[src/rtl/ps2_pkg.sv]
// rtl/ps2_pkg.sv - shared PS/2 state encoding, timing defaults and command bytes
package ps2_pkg;

    typedef enum logic [2:0] {
        IDLE      = 3'd0,
        INHIBIT   = 3'd1,
        REQUEST   = 3'd2,
        DATA      = 3'd3,
        ACK       = 3'd4,
        WAIT_IDLE = 3'd5,
        ERROR     = 3'd6
    } ps2_state_e;

    // 50 MHz defaults: 120 us inhibit, 15 ms start window, 2 ms packet window
    localparam int DEF_INHIBIT_CYCLES = 6000;
    localparam int DEF_START_TIMEOUT  = 750000;
    localparam int DEF_PACKET_TIMEOUT = 100000;

    localparam logic [7:0] CMD_SET_LEDS = 8'hED;
    localparam logic [7:0] CMD_RESET    = 8'hFF;
    localparam logic [7:0] ACK_BYTE     = 8'hFA;

    // Bits after the start bit, LSB first: data, odd parity, stop
    function automatic logic [9:0] ps2_frame(input logic [7:0] data);
        return {1'b1, ~^data, data};
    endfunction

    function automatic int max3(input int a, input int b, input int c);
        int m;
        m = (a > b) ? a : b;
        return (m > c) ? m : c;
    endfunction

endpackage

[src/rtl/ps2_host_tx_if.sv]
// rtl/ps2_host_tx_if.sv - command-byte handshake between a requester and the PS/2 transmitter
interface ps2_host_tx_if;

    logic [7:0] tx_data;
    logic       tx_valid;
    logic       tx_ready;
    logic       tx_busy;
    logic       tx_done;
    logic       tx_error;

    modport master (
        output tx_data,
        output tx_valid,
        input  tx_ready,
        input  tx_busy,
        input  tx_done,
        input  tx_error
    );

    modport slave (
        input  tx_data,
        input  tx_valid,
        output tx_ready,
        output tx_busy,
        output tx_done,
        output tx_error
    );

endinterface

[src/rtl/ps2_line_sync.sv]
// rtl/ps2_line_sync.sv - 2-FF synchronizer for PS/2 CLK/DAT with CLK falling-edge pulse
module ps2_line_sync (
    input  logic clk,
    input  logic reset,
    input  logic clk_raw,
    input  logic dat_raw,
    output logic clk_sync,
    output logic dat_sync,
    output logic clk_fall
);

    logic [1:0] clk_ff;
    logic [1:0] dat_ff;
    logic       clk_prev;

    // Idle bus level is high, so resetting to 1 avoids a false edge after reset
    always_ff @(posedge clk) begin
        if (reset) begin
            clk_ff   <= 2'b11;
            dat_ff   <= 2'b11;
            clk_prev <= 1'b1;
        end else begin
            clk_ff   <= {clk_ff[0], clk_raw};
            dat_ff   <= {dat_ff[0], dat_raw};
            clk_prev <= clk_ff[1];
        end
    end

    assign clk_sync = clk_ff[1];
    assign dat_sync = dat_ff[1];
    assign clk_fall = clk_prev & ~clk_ff[1];

endmodule

[src/rtl/ps2_host_tx.sv]
// rtl/ps2_host_tx.sv - host-to-device PS/2 command transmitter with inhibit, ACK check and timeouts
module ps2_host_tx
    import ps2_pkg::*;
#(
    parameter int INHIBIT_CYCLES = DEF_INHIBIT_CYCLES,
    parameter int START_TIMEOUT  = DEF_START_TIMEOUT,
    parameter int PACKET_TIMEOUT = DEF_PACKET_TIMEOUT
) (
    input  logic         CLOCK_50,
    input  logic         reset,
    ps2_host_tx_if.slave tx,
    input  logic         ps2_clk_in,
    input  logic         ps2_dat_in,
    output logic         ps2_clk_oe,
    output logic         ps2_dat_oe
);

    localparam int TMAX = max3(INHIBIT_CYCLES, START_TIMEOUT, PACKET_TIMEOUT);
    localparam int TW   = $clog2(TMAX + 1);

    localparam logic [TW-1:0] INH_LAST   = TW'(INHIBIT_CYCLES - 1);
    localparam logic [TW-1:0] INH_END    = TW'(INHIBIT_CYCLES);
    localparam logic [TW-1:0] START_LAST = TW'(START_TIMEOUT - 1);
    localparam logic [TW-1:0] PKT_LAST   = TW'(PACKET_TIMEOUT - 1);

    logic clk_sync;
    logic dat_sync;
    logic clk_fall;

    ps2_line_sync u_sync (
        .clk      (CLOCK_50),
        .reset    (reset),
        .clk_raw  (ps2_clk_in),
        .dat_raw  (ps2_dat_in),
        .clk_sync (clk_sync),
        .dat_sync (dat_sync),
        .clk_fall (clk_fall)
    );

    ps2_state_e    state, state_d;
    logic [TW-1:0] timer, timer_d;
    logic [3:0]    bit_cnt, bit_cnt_d;
    logic [9:0]    shreg, shreg_d;
    logic          clk_oe_q, clk_oe_d;
    logic          dat_oe_q, dat_oe_d;
    logic          done_q, done_d;
    logic          accept;

    // Ready is held off during the done pulse so the next accept lands a cycle later
    assign tx.tx_ready = (state == IDLE) && !done_q;
    assign tx.tx_busy  = (state != IDLE);
    assign tx.tx_done  = done_q;
    assign tx.tx_error = (state == ERROR);
    assign ps2_clk_oe  = clk_oe_q;
    assign ps2_dat_oe  = dat_oe_q;
    assign accept      = tx.tx_valid && tx.tx_ready;

    always_ff @(posedge CLOCK_50) begin
        if (reset) begin
            state    <= IDLE;
            timer    <= '0;
            bit_cnt  <= '0;
            shreg    <= '0;
            clk_oe_q <= 1'b0;
            dat_oe_q <= 1'b0;
            done_q   <= 1'b0;
        end else begin
            state    <= state_d;
            timer    <= timer_d;
            bit_cnt  <= bit_cnt_d;
            shreg    <= shreg_d;
            clk_oe_q <= clk_oe_d;
            dat_oe_q <= dat_oe_d;
            done_q   <= done_d;
        end
    end

    always_comb begin
        state_d   = state;
        timer_d   = timer;
        bit_cnt_d = bit_cnt;
        shreg_d   = shreg;
        clk_oe_d  = clk_oe_q;
        dat_oe_d  = dat_oe_q;
        done_d    = 1'b0;

        case (state)
            IDLE: begin
                clk_oe_d = 1'b0;
                dat_oe_d = 1'b0;
                if (accept) begin
                    shreg_d   = ps2_frame(tx.tx_data);
                    timer_d   = '0;
                    bit_cnt_d = '0;
                    clk_oe_d  = 1'b1;
                    state_d   = INHIBIT;
                end
            end

            INHIBIT: begin
                clk_oe_d = 1'b1;
                timer_d  = timer + TW'(1);
                if (timer == INH_LAST) begin
                    dat_oe_d = 1'b1;
                end
                if (timer == INH_END) begin
                    clk_oe_d = 1'b0;
                    dat_oe_d = 1'b1;
                    timer_d  = '0;
                    state_d  = REQUEST;
                end
            end

            REQUEST: begin
                timer_d = timer + TW'(1);
                // Expiry is tested first so a coincident edge cannot rescue a late device
                if (timer == START_LAST) begin
                    clk_oe_d = 1'b0;
                    dat_oe_d = 1'b0;
                    state_d  = ERROR;
                end else if (clk_fall) begin
                    dat_oe_d  = ~shreg[0];
                    shreg_d   = {1'b0, shreg[9:1]};
                    bit_cnt_d = 4'd1;
                    timer_d   = '0;
                    state_d   = DATA;
                end
            end

            DATA: begin
                timer_d = timer + TW'(1);
                if (timer == PKT_LAST) begin
                    clk_oe_d = 1'b0;
                    dat_oe_d = 1'b0;
                    state_d  = ERROR;
                end else if (clk_fall) begin
                    dat_oe_d  = ~shreg[0];
                    shreg_d   = {1'b0, shreg[9:1]};
                    bit_cnt_d = bit_cnt + 4'd1;
                    if (bit_cnt == 4'd9) begin
                        state_d = ACK;
                    end
                end
            end

            ACK: begin
                timer_d = timer + TW'(1);
                if (timer == PKT_LAST) begin
                    clk_oe_d = 1'b0;
                    dat_oe_d = 1'b0;
                    state_d  = ERROR;
                end else if (clk_fall) begin
                    dat_oe_d = 1'b0;
                    state_d  = dat_sync ? ERROR : WAIT_IDLE;
                end
            end

            WAIT_IDLE: begin
                timer_d = timer + TW'(1);
                if (timer == PKT_LAST) begin
                    clk_oe_d = 1'b0;
                    dat_oe_d = 1'b0;
                    state_d  = ERROR;
                end else if (clk_sync && dat_sync) begin
                    done_d  = 1'b1;
                    state_d = IDLE;
                end
            end

            ERROR: begin
                clk_oe_d = 1'b0;
                dat_oe_d = 1'b0;
                state_d  = IDLE;
            end

            default: begin
                clk_oe_d = 1'b0;
                dat_oe_d = 1'b0;
                state_d  = IDLE;
            end
        endcase
    end

endmodule

[src/flat_wrapper.sv]
// flat-port wrapper written by rule: the top's interface ports become plain ports
module ps2_host_tx_flat import ps2_pkg::*;
#(
    parameter int INHIBIT_CYCLES = DEF_INHIBIT_CYCLES,
    parameter int START_TIMEOUT  = DEF_START_TIMEOUT,
    parameter int PACKET_TIMEOUT = DEF_PACKET_TIMEOUT
)
  (CLOCK_50, reset, ps2_clk_in, ps2_dat_in, ps2_clk_oe, ps2_dat_oe, tx_tx_data, tx_tx_valid, tx_tx_ready, tx_tx_busy, tx_tx_done, tx_tx_error);
  ps2_host_tx_if tx_i ();
  input  logic CLOCK_50;
  input  logic reset;
  input  logic ps2_clk_in;
  input  logic ps2_dat_in;
  output logic ps2_clk_oe;
  output logic ps2_dat_oe;
  input wire logic [$bits(tx_i.tx_data)-1:0] tx_tx_data;
  input wire logic [$bits(tx_i.tx_valid)-1:0] tx_tx_valid;
  output wire logic [$bits(tx_i.tx_ready)-1:0] tx_tx_ready;
  output wire logic [$bits(tx_i.tx_busy)-1:0] tx_tx_busy;
  output wire logic [$bits(tx_i.tx_done)-1:0] tx_tx_done;
  output wire logic [$bits(tx_i.tx_error)-1:0] tx_tx_error;
  assign tx_i.tx_data = tx_tx_data;
  assign tx_i.tx_valid = tx_tx_valid;
  assign tx_tx_ready = tx_i.tx_ready;
  assign tx_tx_busy = tx_i.tx_busy;
  assign tx_tx_done = tx_i.tx_done;
  assign tx_tx_error = tx_i.tx_error;
  ps2_host_tx #(.INHIBIT_CYCLES(INHIBIT_CYCLES), .START_TIMEOUT(START_TIMEOUT), .PACKET_TIMEOUT(PACKET_TIMEOUT)) u_core (.CLOCK_50(CLOCK_50), .reset(reset), .tx(tx_i), .ps2_clk_in(ps2_clk_in), .ps2_dat_in(ps2_dat_in), .ps2_clk_oe(ps2_clk_oe), .ps2_dat_oe(ps2_dat_oe));
endmodule
[config.mk]
export PLATFORM = sky130hd
export DESIGN_NAME = ps2_host_tx_flat
export DESIGN_NICKNAME = d
export VERILOG_FILES = /design/src/rtl/ps2_pkg.sv /design/src/rtl/ps2_host_tx_if.sv /design/src/rtl/ps2_line_sync.sv /design/src/rtl/ps2_host_tx.sv /design/src/flat_wrapper.sv
export SDC_FILE = /design/constraint.sdc
export NUM_CORES = 1
export LEC_CHECK = 0
export BUFFER_PORTS_ARGS = -buffer_cell sky130_fd_sc_hd__buf_4
export CORE_MARGIN = 2
export CORE_UTILIZATION = 65
export CTS_CLUSTER_DIAMETER = 200
export DETAILED_ROUTE_END_ITERATION = 6
export MAX_ROUTING_LAYER = met4
export PLACE_DENSITY = 0.85
export SLEW_MARGIN = 30
export SYNTH_ARGS = -nofsm -noshare
export SYNTH_HDL_FRONTEND = slang
export SYNTH_SLANG_ARGS = --single-unit
export TNS_END_PERCENT = 1
[constraint.sdc]
create_clock -name CLOCK_50 -period 3.9 [get_ports CLOCK_50]
set_input_delay 0.78 -clock CLOCK_50 [delete_from_list [all_inputs] [get_ports CLOCK_50]]
set_output_delay 0.78 -clock CLOCK_50 [all_outputs]
set_load 0.03 [all_outputs]
# Word-level counts from Yosys, hierarchy flattened
# Cells that the tools add are included.
dict set report word_totals {
  ff_bits 45
  input_bits 13
  word_cells 102
}
dict set report op_classes {
  n_addsub 2
  n_eq_ne 26
  mux 43
  n_bitwise 4
  n_reduce_logical 17
}
# cell count
set op_table {}
lappend op_table {{$mux 20} 4}
lappend op_table {{$pmux 20 s4} 1}
lappend op_table {{$eq 20x13->1 const B} 2}
lappend op_table {{$mux 10} 4}
lappend op_table {{$mux 3} 11}
lappend op_table {{$pmux 10 s3} 1}
lappend op_table {{$add 20x1->20 const B} 1}
lappend op_table {{$eq 20x17->1 const B} 1}
lappend op_table {{$eq 20x20->1 const B} 1}
lappend op_table {{$mux 4} 5}
lappend op_table {{$ne 3x1->1 const B} 6}
lappend op_table {{$pmux 3 s6} 1}
lappend op_table {{$ne 2x1->1 const B} 7}
lappend op_table {{$mux 1} 12}
lappend op_table {{$pmux 4 s3} 1}
lappend op_table {{$eq 3x3->1 const B} 3}
lappend op_table {{$reduce_xnor 8->1} 1}
lappend op_table {{$reduce_and 7->1} 1}
lappend op_table {{$eq 3x2->1 const B} 2}
lappend op_table {{$reduce_and 6->1} 1}
lappend op_table {{$reduce_bool 3->1} 2}
lappend op_table {{$reduce_or 3->1} 2}
lappend op_table {{$pmux 1 s5} 1}
lappend op_table {{$add 4x1->4 const B} 1}
lappend op_table {{other kinds (14)} 20}

# Longest topological paths before layout
# Gate-level depths: netlist of the first run.
dict set report depth {
  ltp_word 5
  ltp_mapped 8
  mapped_depth_nobuf 8
}

# Cells and area by module
# Synthesis of the first run repeated with hierarchy kept, for this count alone.
dict set report hier_totals {
  hier_cells 316
  hier_area_um2 2572.5
}
# mod instances cells_per_inst area_each_um2
set modules_own_cells {}
lappend modules_own_cells {ps2_host_tx 1 305 2434.8}
lappend modules_own_cells {ps2_line_sync 1 11 137.6}

# Worst setup path after synthesis of the first run
# Ideal clock, no wire load.
dict set report synth_timing {
  kind {flip-flop to flip-flop}
  from {register u_core.timer[19]}
  to {register u_core.shreg[1]}
  setup_time_ns 0.141
  arrival_ns 2.223
  required_ns 3.759
  slack_ns 1.536
  stages_incl_launch_ff 8
  path_buffers 1
  period_less_slack_ns 2.364
  cell_sequence {dfxtp_1 > or4_4 > or4_4 > o21a_1 > o31a_1 > buf_6 > nor2_1 > a311oi_2}
}
dict set report synth_via {
  elab_chain_len 3
  elab_cells_between_ends 5
  classes_between {eq/ne (4); reduce/logical (1)}
}
# element line
set synth_rtl {}
lappend synth_rtl {{start, declared} ps2_host_tx.sv:41} ;# logic [TW-1:0] timer, timer_d;
lappend synth_rtl {{start signal, assigned} ps2_host_tx.sv:69} ;# timer <= timer_d;
lappend synth_rtl {{$eq 20x17->1 / $eq 20x20->1 (equally long branches)} {ps2_host_tx.sv:132, ps2_host_tx.sv:117}}
lappend synth_rtl {{$ne 2x2->1 (no source line)} -}
lappend synth_rtl {{$reduce_and 4->1 (no source line) (*)} -}
lappend synth_rtl {{end signal, assigned} ps2_host_tx.sv:71} ;# shreg <= shreg_d;
lappend synth_rtl {{end, declared} ps2_host_tx.sv:43} ;# logic [9:0] shreg, shreg_d;
# Every way passes the cells marked *; elsewhere a longest branch is shown, timed or not.
# A chain may end at the register's enable or synchronous reset.

# Worst setup path after layout of the first run
dict set report layout_timing {
  from {register u_core.state[1]}
  to {register u_core.shreg[5]}
}
dict set report layout_via {
  elab_chain_len 5
  elab_cells_between_ends 11
  classes_between {eq/ne (5); mux (1); reduce/logical (5)}
}
# element line
set layout_rtl {}
lappend layout_rtl {{start, declared} ps2_host_tx.sv:40} ;# ps2_state_e state, state_d;
lappend layout_rtl {{start signal, assigned} ps2_host_tx.sv:68} ;# state <= state_d;
lappend layout_rtl {{$logic_not 3->1} {ps2_host_tx.sv:50, ps2_host_tx.sv:87}}
lappend layout_rtl {{$logic_and 1x1->1} ps2_host_tx.sv:50} ;# assign tx.tx_ready = (state == IDLE) && !done_q;
lappend layout_rtl {{$logic_and 1x1->1} ps2_host_tx.sv:56} ;# assign accept = tx.tx_valid && tx.tx_ready;
lappend layout_rtl {{$ne 2x1->1 (no source line)} -}
lappend layout_rtl {{$reduce_and 4->1 (no source line)} -}
# Several ways; a longest one is shown, not always the timed one.

==> results of run 1 <==
-- cell families after synthesis --
| logic type | share of synthesized area |
|---|---|
| flip-flops | 0.3409 |
| adder cells (fa/ha/maj) | 0.01894 |
| buffers and inverters | 0.05067 |
| AO/OA/AOI/OAI | 0.2476 |
| AND/OR/NAND/NOR | 0.3054 |
| XOR/XNOR | 0.03646 |
-- synthesized netlist by cell type, types with 2 or more instances --
master    number  area, sq um
buf_2          2        10.01
xnor2_1        8        70.07
clkbuf_1      16        60.06
ha_1           4        50.05
a311oi_2       8        120.1
or3_1          5        31.28
nor2b_1        3        18.77
or2_2          9        56.30
nand4_1       11        68.82
a21oi_1       14        70.07
a22oi_1        2        15.01
nand2_1       51        191.4
dfxtp_1       45        900.9
buf_6          2        22.52
a21o_1         3        22.52
or3b_2         2        17.52
o21ai_0       14        70.07
nand3_1       11        55.05
nor4_1         3        18.77
o21a_1         2        15.01
and3_1         2        12.51
o31ai_1        7        52.55
nand2b_1       3        18.77
a211oi_1       3        22.52
a22o_1         4        35.03
buf_1          2        7.510
xor2_1         3        26.28
o311ai_0       5        43.79
a31oi_1        5        31.28
or4_4          3        33.78
nor3_1         8        40.04
inv_1          7        26.28
nor2_1        29        108.9
a211oi_2       2        25.02
or4_1          4        30.03
-- cells in the final DEF, fill, tap and decap left out, types with 2 or more instances in the layout --
master and instances:
a22oi_1 2, or4_1 4, nand2_1 51, clkbuf_8 7, a211oi_1 3, or4_4 3
a311oi_2 8, nor2_1 29, nor4_1 3, o21ai_0 14, a21o_1 3, xnor2_1 8
a22o_1 4, a211oi_2 2, buf_4 20, o311ai_0 5, or3_1 5, o21a_1 2
ha_1 4, or3b_2 2, and3_1 2, a21oi_1 14, nand3_1 11, a31oi_1 5
nand4_1 11, dfxtp_1 45, nor2b_1 3, xor2_1 3, nand2b_1 3, or2_2 9
o31ai_1 7, nor3_1 8, inv_1 7
-- per-stage QoR --
step	hold slack, ns	total power, mW	utilization
6_report	0.4189	1.534	0.7226
3_3_place_gp	0.3925	1.192	0.6969
5_1_grt	0.4400	1.616	0.7226
2_1_floorplan	0.3895	1.080	-
3_5_place_dp	0.3996	1.208	0.6969
4_1_cts	0.4192	1.520	0.7226
-- power breakdown --
| part | leakage (nW) | switching (mW) | internal, mW |
|---|---|---|---|
| Combinational | 0.586 | 0.388 | 0.222 |
| Sequential | 0.367 | 0.0712 | 0.532 |
| Clock | 0.0542 | 0.160 | 0.160 |
-- layout make-up --
type / count / area (sq um)
Clock inverter: 1 / 5.005
Inverter: 7 / 26.28
Tap cell: 50 / 62.56
Multi-Input combinational cell: 252 / 1608
Fill cell: 301 / 1094
Sequential cell: 45 / 900.9
Clock buffer: 7 / 96.34
Timing Repair Buffer: 20 / 150.1
-- flip-flops by register name, summed over array words and instances, names as in the netlist --
name / count
u_core.u_sync.clk_prev: 1
u_core.timer: 20
u_core.u_sync.clk_ff: 2
u_core.ps2_dat_oe: 1
u_core.tx.tx_done: 1
u_core.u_sync.dat_ff: 2
u_core.shreg: 10
u_core.state: 3
u_core.ps2_clk_oe: 1
u_core.bit_cnt: 4
-- routing by layer --
| metal | global-route usage | part of all wire | vias to the layer above |
|---|---|---|---|
| li1 | - | - | 1218 |
| met1 | 0.3998 | 0.45 | 1120 |
| met2 | 0.4449 | 0.45 | 132 |
| met3 | 0.04333 | 0.076 | 16 |
| met4 | 0.1250 | 0.021 | 0 |
| met5 | - | 0 | - |
-- worst min-delay path by stage --
stage / depth (start not counted) / slack, ns / to
2_1_floorplan: 1 / 0.39 / u_core.u_sync.clk_ff[1]
3_3_place_gp: 1 / 0.39 / u_core.u_sync.dat_ff[1]
3_5_place_dp: 1 / 0.40 / u_core.u_sync.dat_ff[1]
4_1_cts: 1 / 0.42 / u_core.u_sync.dat_ff[1]
5_1_grt: 1 / 0.44 / u_core.u_sync.dat_ff[1]
6_report: 1 / 0.42 / u_core.u_sync.dat_ff[1]
-- worst reg2reg max path: stages, from the launching register on --
cell      delay, ns
dfxtp_1        0.57
nand2b_1       0.50
o22ai_1        0.46
o31a_1         0.82
nor2_1         0.13
a311oi_2       0.28
==> reports/qor.yml, run 1 <==
clocking:
  clkSlewWorstSetupHoldPaths_ns: 0.09
  cts.sinks: 45
  postCtsSetupRepairBufs: 0
  clkLatencyLatePin_ns: 0.30
  cts_tree: "done"
  holdBufCountCts: 0
  htree_levels: 2
  cts_root_buffer: "clkbuf_8"
  cts_resized: 0
  clockBufferDepth: 2
  numCtsBuffers: 5
timing:
  fin_crit_ns: 2.847
  setup_tns_ns: 0
  finalCritPeriodShare: 0.7299
  hold_viol_final: 0
  clock_skew_ns: 0.005738
  grt_setup_unrepaired: "no"
  setup_viol: 0
  worst_slack_ns: 1.053
  worst_slew_pin_slew_ns: 0.9305
  max_slew_margin: 0.3797
  fmax_ghz: 0.3513
  drv_slew: 0
yosys:
  synthArstFlopShare: 0
  synth_edf_count: 0
  ys_seq_area_frac: 0.3409
  synth_cell_types: 60
  syn_area_per_cell_sq_um: 8.081
  syn-cell-area_sq_um: 2643
  syn_inst: 327
  yosys_warnings: 0
  synth_nets: 344
  ys_seq_elements: 45
  yosys_most_used_dff: "dfxtp_1"
critical_path:
  crit_buf_inv: 0
  cp.depth: 5
  crit_end: "u_core.shreg[5]"
  cp-start-kind: "flip-flop"
  worst_ep_arrival_time_ns: 3.06
  path_max_fanout: 21
  timing.rr.start: "u_core.state[1]"
  startpoint: "u_core.state[1]"
  slowest_delay_ns: 0.82
  r2r_slack_ns: 1.05
  worst_ep_required_time_ns: 4.11
  critPathTopFamily: "compound AO/OA/AOI/OAI gates"
  rr_worst_depth: 5
  slowest_stage: "o31a_1"
  reg2reg_to: "u_core.shreg[5]"
  crit_type: "reg -> reg"
  end_kind: "flip-flop"
  path_cells: "nand2b_1, o22ai_1, o31a_1, nor2_1, a311oi_2"
run_status:
  status: "completed"
placement:
  hpwl_um: 4304
  place_area_sq_um: 2748
  routabilityCongestion: 0.9358
  placed_cells_incl_taps: 374
  place_ws_ns: 1.149
  port_buffers: 18
global_routing:
  grt-ovfl-total: 0
  grt_pass1_wl_um: 10070
  grt_antenna_before_repair: 0
  grtUsageTotal: 0.2974
  grt_max_degree: 35
  grt_pass1_vias: 2201
route:
  ant_nets: 0
  vias: 2486
  routed_via_density: 6.508
  totalWireLength_um: 6336
  drc: 0
  firstDrtPassIters: 5
  avgRoutedWirePerCell_um: 16.59
  drtIter0Drc: 327
floorplanning:
  ios: 19
  dieArea_sq_um: 4591
  core_region_area_sq_um: 3943
  start_util: 0.6703
  die_h_um: 67.76
  die_w_um: 67.76
  rows: 23
hold_path:
  hold_path.class: "reg -> reg"
  worstHoldStart: "u_core.u_sync.dat_ff[0]"
cells_and_area:
  synthToLayoutAreaGrowth_pct: 7.812
  design_area_sq_um: 2849
  nets: 348
  drive_gt1_frac: 0.1717
  diodes: 0
  fin_cells: 382
power_and_ir_drop:
  ir_drop_mv: 0.3153
  power_leakage_nw: 1.008
  cellPowerDensity_nw_per_um2: 538.3
job:
  cap_violations: 0
No activity file was read; power rests on OpenSTA's default activity.
==> run 2: changes to the inputs <==
--- a/config.mk
+++ b/config.mk
@@ -7,11 +7,11 @@
 export LEC_CHECK = 0
 export BUFFER_PORTS_ARGS = -buffer_cell sky130_fd_sc_hd__buf_4
 export CORE_MARGIN = 2
-export CORE_UTILIZATION = 65
+export CORE_UTILIZATION = 54
 export CTS_CLUSTER_DIAMETER = 200
 export DETAILED_ROUTE_END_ITERATION = 6
 export MAX_ROUTING_LAYER = met4
-export PLACE_DENSITY = 0.85
+export PLACE_DENSITY = 0.75
 export SLEW_MARGIN = 30
 export SYNTH_ARGS = -nofsm -noshare
 export SYNTH_HDL_FRONTEND = slang
==> constraint.sdc (replaced) <==
create_clock -name CLOCK_50 -period 2.3 [get_ports CLOCK_50]
set_input_delay 0.46 -clock CLOCK_50 [delete_from_list [all_inputs] [get_ports CLOCK_50]]
set_output_delay 0.46 -clock CLOCK_50 [all_outputs]
set_load 0.03 [all_outputs]
==> reports/qor.yml, run 2 (synthesized netlist as in run 1, its figures left out) <==
timing:
  clock_skew_ns: 0.003652
  fin_crit_ns: 2.410
  grt_setup_unrepaired: "yes"
  fmax_ghz: 0.4150
  finalCritPeriodShare: 1.048
  worst_slack_ns: -0.1097
  hold_viol_final: 0
  max_slew_margin: 0.6985
  setup_viol: 31
  setup_tns_ns: -1.838
  drv_slew: 0
  worst_slew_pin_slew_ns: 0.4481
clocking:
  numCtsBuffers: 5
  clkSlewWorstSetupHoldPaths_ns: 0.08
  holdBufCountCts: 0
  cts_root_buffer: "clkbuf_8"
  cts.sinks: 45
  clockBufferDepth: 2
  htree_levels: 2
  cts_tree: "done"
  clkLatencyLatePin_ns: 0.30
cells_and_area:
  final_common_cell: "buf_4"
  fill_cells: 374
  largest_reg_flops: 20
  reg_top3: "u_core.timer (20), u_core.shreg (10), u_core.bit_cnt (4)"
  fin_util: 0.6922
  nets: 389
  drive_gt1_frac: 0.2976
  synthToLayoutAreaGrowth_pct: 23.72
  final_cell_mix: "60 x buf_4, 51 x nand2_1, 42 x dfxtp_1"
  diodes: 0
  top_register: "u_core.timer"
route:
  firstDrtPassIters: 4
  avgRoutedWirePerCell_um: 15.43
  drc: 0
  drtIter0Drc: 216
  ant_nets: 0
  routed_via_density: 5.950
  totalWireLength_um: 6790
  vias: 2618
floorplanning:
  dieArea_sq_um: 5469
  core_region_area_sq_um: 4723
  die_w_um: 73.96
  rows: 25
  die_h_um: 73.96
  start_util: 0.5595
  ios: 19
power_and_ir_drop:
  p_int_mw: 1.817
  power_leakage_nw: 1.265
  seqPwrFrac: 0.340
  pwr-share-clk: 0.214
  cellPowerDensity_nw_per_um2: 897.6
  p_switching_mw: 1.117
  p_comb_frac: 0.446
  ir_drop_mv: 0.5165
  p_sw_frac: 0.3807
job:
  cap_violations: 0
global_routing:
  grt_antenna_before_repair: 0
  grt_pass1_wl_um: 11410
  grtUsageTotal: 0.2775
  grt_pass1_vias: 2487
  grt-ovfl-total: 0
  grt_max_degree: 22
critical_path:
  end_kind: "flip-flop"
  worst_ep_arrival_time_ns: 2.60
  crit_type: "reg -> reg"
  slowest_stage: "or4_4"
  slowest_delay_ns: 0.55
  worst_ep_required_time_ns: 2.49
  crit_path_frequent_cell: "or4_4"
  cp-start-kind: "flip-flop"
  path_cells: "or4_4, or4_4, nor3_2, o32ai_2, buf_4, a41oi_1, o31ai_1"
  critPathTopFamily: "simple AND/OR/NAND/NOR gates"
  crit_buf_inv: 1
  r2r_slack_ns: -0.11
  path_max_fanout: 6
placement:
  routabilityCongestion: 0.9379
  hpwl_um: 5044
  port_buffers: 18
run_status:
  status: "finished with violations"
  failed_checks: "negative setup slack"
hold_path:
  hold_path.class: "in -> reg"
==> run 2: cell count changes in the layout (fill, tap and decap cells not counted), sizes merged <==
cell,previous run,this run
buf,20,61
bufinv,0,1
clkinv,1,0
==> run 2: power groups by stage <==
stage               clock (mW)  sequential, mW  combinational, mW
CTS                      0.639           0.988               1.27
global route             0.660            1.01               1.43
global placement             0           0.996               1.19
floorplan                    0            1.01              0.818
finish                   0.629           0.997               1.31
detailed placement           0            1.00               1.22
==> run 2: final timing paths <==
kind         cells after the start                     from                 endpoint
max                              7         u_core.timer[19]         u_core.timer[13]
min                              2               ps2_clk_in  u_core.u_sync.clk_ff[0]
max reg2reg                      7         u_core.timer[19]         u_core.timer[13]
min reg2reg                      1  u_core.u_sync.clk_ff[0]  u_core.u_sync.clk_ff[1]
==> run 2: area by class of cell <==
type | count | area (sq um) | share of cell area
multi-input combinational | 252 | 1668 | 0.5101
tap | 67 | 83.83 | 0.02564
inverter | 7 | 26.28 | 0.008037
sequential | 45 | 904.6 | 0.2767
timing repair buffer | 61 | 470.5 | 0.1439
clock inverter | 1 | 30.03 | 0.009185
clock buffer | 7 | 86.33 | 0.02641
==> run 2: through the flow <==
stage | hold WS (ns) | total power [mW] | cells | setup slack [ns] | cell area, sq um
2_1_floorplan | 0.3895 | 1.831 | 327 | -0.02503 | 2643
3_3_place_gp | 0.3942 | 2.187 | 431 | -0.1284 | 3082
3_5_place_dp | 0.4037 | 2.227 | 431 | -0.2314 | 3082
4_1_cts | 0.3328 | 2.899 | 440 | -0.08980 | 3246
5_1_grt | 0.3347 | 3.095 | 440 | -0.1758 | 3269
6_report | 0.3373 | 2.935 | 440 | -0.1097 | 3269
==> run 2: metal layers <==
layer,vias to the layer above,part of all wire,GRT usage
met4,0,0.014,0.08485
met3,10,0.061,0.04607
met1,1231,0.45,0.3622
met5,-,0,-
met2,87,0.47,0.4415
li1,1290,-,-
==> run 2: what timing repair did <==
| action | CTS | global route |
|---|---|---|
| resized for setup | 10 | 9 |
| endpoints found under the setup margin | 31 | 37 |
| setup buffers | 1 | 0 |
| pin swaps | 4 | 1 |
==> run 3: changes to the inputs <==
--- a/config.mk
+++ b/config.mk
@@ -5,13 +5,14 @@
 export SDC_FILE = /design/constraint.sdc
 export NUM_CORES = 1
 export LEC_CHECK = 0
-export BUFFER_PORTS_ARGS = -buffer_cell sky130_fd_sc_hd__buf_4
 export CORE_MARGIN = 2
-export CORE_UTILIZATION = 54
+export CORE_UTILIZATION = 57
 export CTS_CLUSTER_DIAMETER = 200
 export DETAILED_ROUTE_END_ITERATION = 6
+export DONT_BUFFER_PORTS = 1
 export MAX_ROUTING_LAYER = met4
 export PLACE_DENSITY = 0.75
+export RECOVER_POWER = 100
 export SLEW_MARGIN = 30
 export SYNTH_ARGS = -nofsm -noshare
 export SYNTH_HDL_FRONTEND = slang
==> reports/qor.yml, run 3 (synthesized netlist as in run 1, its figures left out) <==
critical_path:
  crit_type: "reg -> reg"
  rr_worst_depth: 6
  worst_ep_arrival_time_ns: 2.65
  worst_ep_required_time_ns: 2.53
  cp-start-kind: "flip-flop"
  end_kind: "flip-flop"
  path_max_fanout: 10
cells_and_area:
  final_common_cell: "nand2_1"
  final_cell_mix: "50 x nand2_1, 44 x dfxtp_1, 40 x buf_4"
  fin_cells: 408
  fin_util: 0.7095
  largest_reg_flops: 20
  diodes: 0
  nets: 372
  fill_cells: 352
  reg_top3: "u_core.timer (20), u_core.shreg (10), u_core.bit_cnt (4)"
  design_area_sq_um: 3132
  top_register: "u_core.timer"
  drive_gt1_frac: 0.2781
  synthToLayoutAreaGrowth_pct: 18.51
clocking:
  clkSlewWorstSetupHoldPaths_ns: 0.09
  cts.sinks: 45
  htree_levels: 2
  cts_root_buffer: "clkbuf_8"
  clockBufferDepth: 2
  holdBufCountCts: 0
  cts_tree: "done"
  numCtsBuffers: 5
  clkLatencyLatePin_ns: 0.30
power_and_ir_drop:
  seqPwrFrac: 0.375
  p_sw_frac: 0.4112
  cellPowerDensity_nw_per_um2: 887.7
  p_int_mw: 1.637
  pwr-share-clk: 0.180
  p_comb_frac: 0.446
  ir_drop_mv: 0.4957
  p_switching_mw: 1.143
  power_mw: 2.780
  power_leakage_nw: 1.169
global_routing:
  grtUsageTotal: 0.2843
  grt-ovfl-total: 0
  grt_pass1_vias: 2576
  grt_max_degree: 35
  grt_pass1_wl_um: 11560
  grt_antenna_before_repair: 0
timing:
  worst_slack_ns: -0.1271
  fin_crit_ns: 2.427
  max_slew_margin: 0.6402
  setup_viol: 20
  worst_slew_pin_slew_ns: 0.5377
  finalCritPeriodShare: 1.055
  fmax_ghz: 0.4120
  hold_viol_final: 0
  grt_setup_unrepaired: "yes"
  clock_skew_ns: 0.004326
  drv_slew: 0
placement:
  routabilityCongestion: 0.9955
  hpwl_um: 4873
  port_buffers: 0
  placed_cells_incl_taps: 399
  place_area_sq_um: 2935
hold_path:
  holdPathStages: 1
  hold_path.class: "in -> reg"
floorplanning:
  core_region_area_sq_um: 4414
  die_h_um: 72.09
  ios: 19
  rows: 24
  die_w_um: 72.09
  start_util: 0.5986
  dieArea_sq_um: 5197
run_status:
  failed_checks: "negative setup slack"
  status: "finished with violations"
route:
  routed_via_density: 6.627
  drc: 0
  totalWireLength_um: 6901
  ant_nets: 0
  firstDrtPassIters: 5
  vias: 2704
  avgRoutedWirePerCell_um: 16.91
  drtIter0Drc: 285
job:
  cap_violations: 0
==> run 3: changes by cell type in the layout (fill, tap and decap cells not counted), sizes merged <==
cell      delta
buf         -19
clkinvlp     +1
clkinv       +1
inv          +1
bufinv       -1
==> run 3: layout make-up <==
cell class,instances,area [sq um],area share
tap,52,65.06,0.02078
inverter,7,26.28,0.008390
timing repair buffer,44,342.8,0.1095
clock buffer,5,68.82,0.02197
multi-input combinational,252,1705,0.5445
clock inverter,3,21.27,0.006792
sequential,45,902.1,0.2881
==> run 3: worst paths after layout <==
check | start | to | slack [ns]
max reg2reg | u_core.timer[5] | u_core.timer[10] | -0.13
max | u_core.timer[5] | u_core.timer[10] | -0.13
min | reset | u_core.shreg[8] | 0.24
min reg2reg | u_core.u_sync.dat_ff[0] | u_core.u_sync.dat_ff[1] | 0.41
==> run 3: stage by stage <==
| step | worst slack [ns] | hold WS (ns) | TNS (ns) |
|---|---|---|---|
| 3_3_place_gp | -0.1235 | 0.3954 | -1.619 |
| 4_1_cts | -0.1008 | 0.2108 | -1.137 |
| 6_report | -0.1271 | 0.2388 | -1.223 |
| 2_1_floorplan | -0.02503 | 0.3895 | -0.2039 |
| 5_1_grt | -0.1609 | 0.2086 | -3.272 |
| 3_5_place_dp | -0.1920 | 0.3928 | -3.464 |
==> run 3: what timing repair did <==
item,CTS,global route
pin swaps,6,0
gates resized for setup,10,15
cloned,0,0
setup buffers,1,0
setup endpoints to repair,35,38
==> run 3: power by group through the flow <==
stage | logic, mW | clock network [mW] | registers, mW
final | 1.24 | 0.499 | 1.04
after global placement | 1.09 | 0 | 1.04
after detailed placement | 1.13 | 0 | 1.04
after global routing | 1.35 | 0.535 | 1.06
after floorplan | 0.818 | 0 | 1.01
after CTS | 1.17 | 0.512 | 1.03
==> run 3: worst max-delay path, stage by stage (launching register included) <==
cell	delay, ns
dfxtp_1	0.39
or3b_2	0.50
nor4_4	0.30
a21boi_1	0.16
o32a_4	0.30
or4_1	0.50
a31oi_1	0.20
==> run 3: metal layers <==
| layer | up-vias | part of all wire | global-route usage | routed length, um |
|---|---|---|---|---|
| li1 | 1262 | - | - | - |
| met1 | 1256 | 0.43 | 0.3777 | 2955 |
| met2 | 163 | 0.45 | 0.4312 | 3135 |
| met3 | 23 | 0.087 | 0.04028 | 598 |
| met4 | 0 | 0.031 | 0.1258 | 212 |
| met5 | - | 0 | - | 0 |
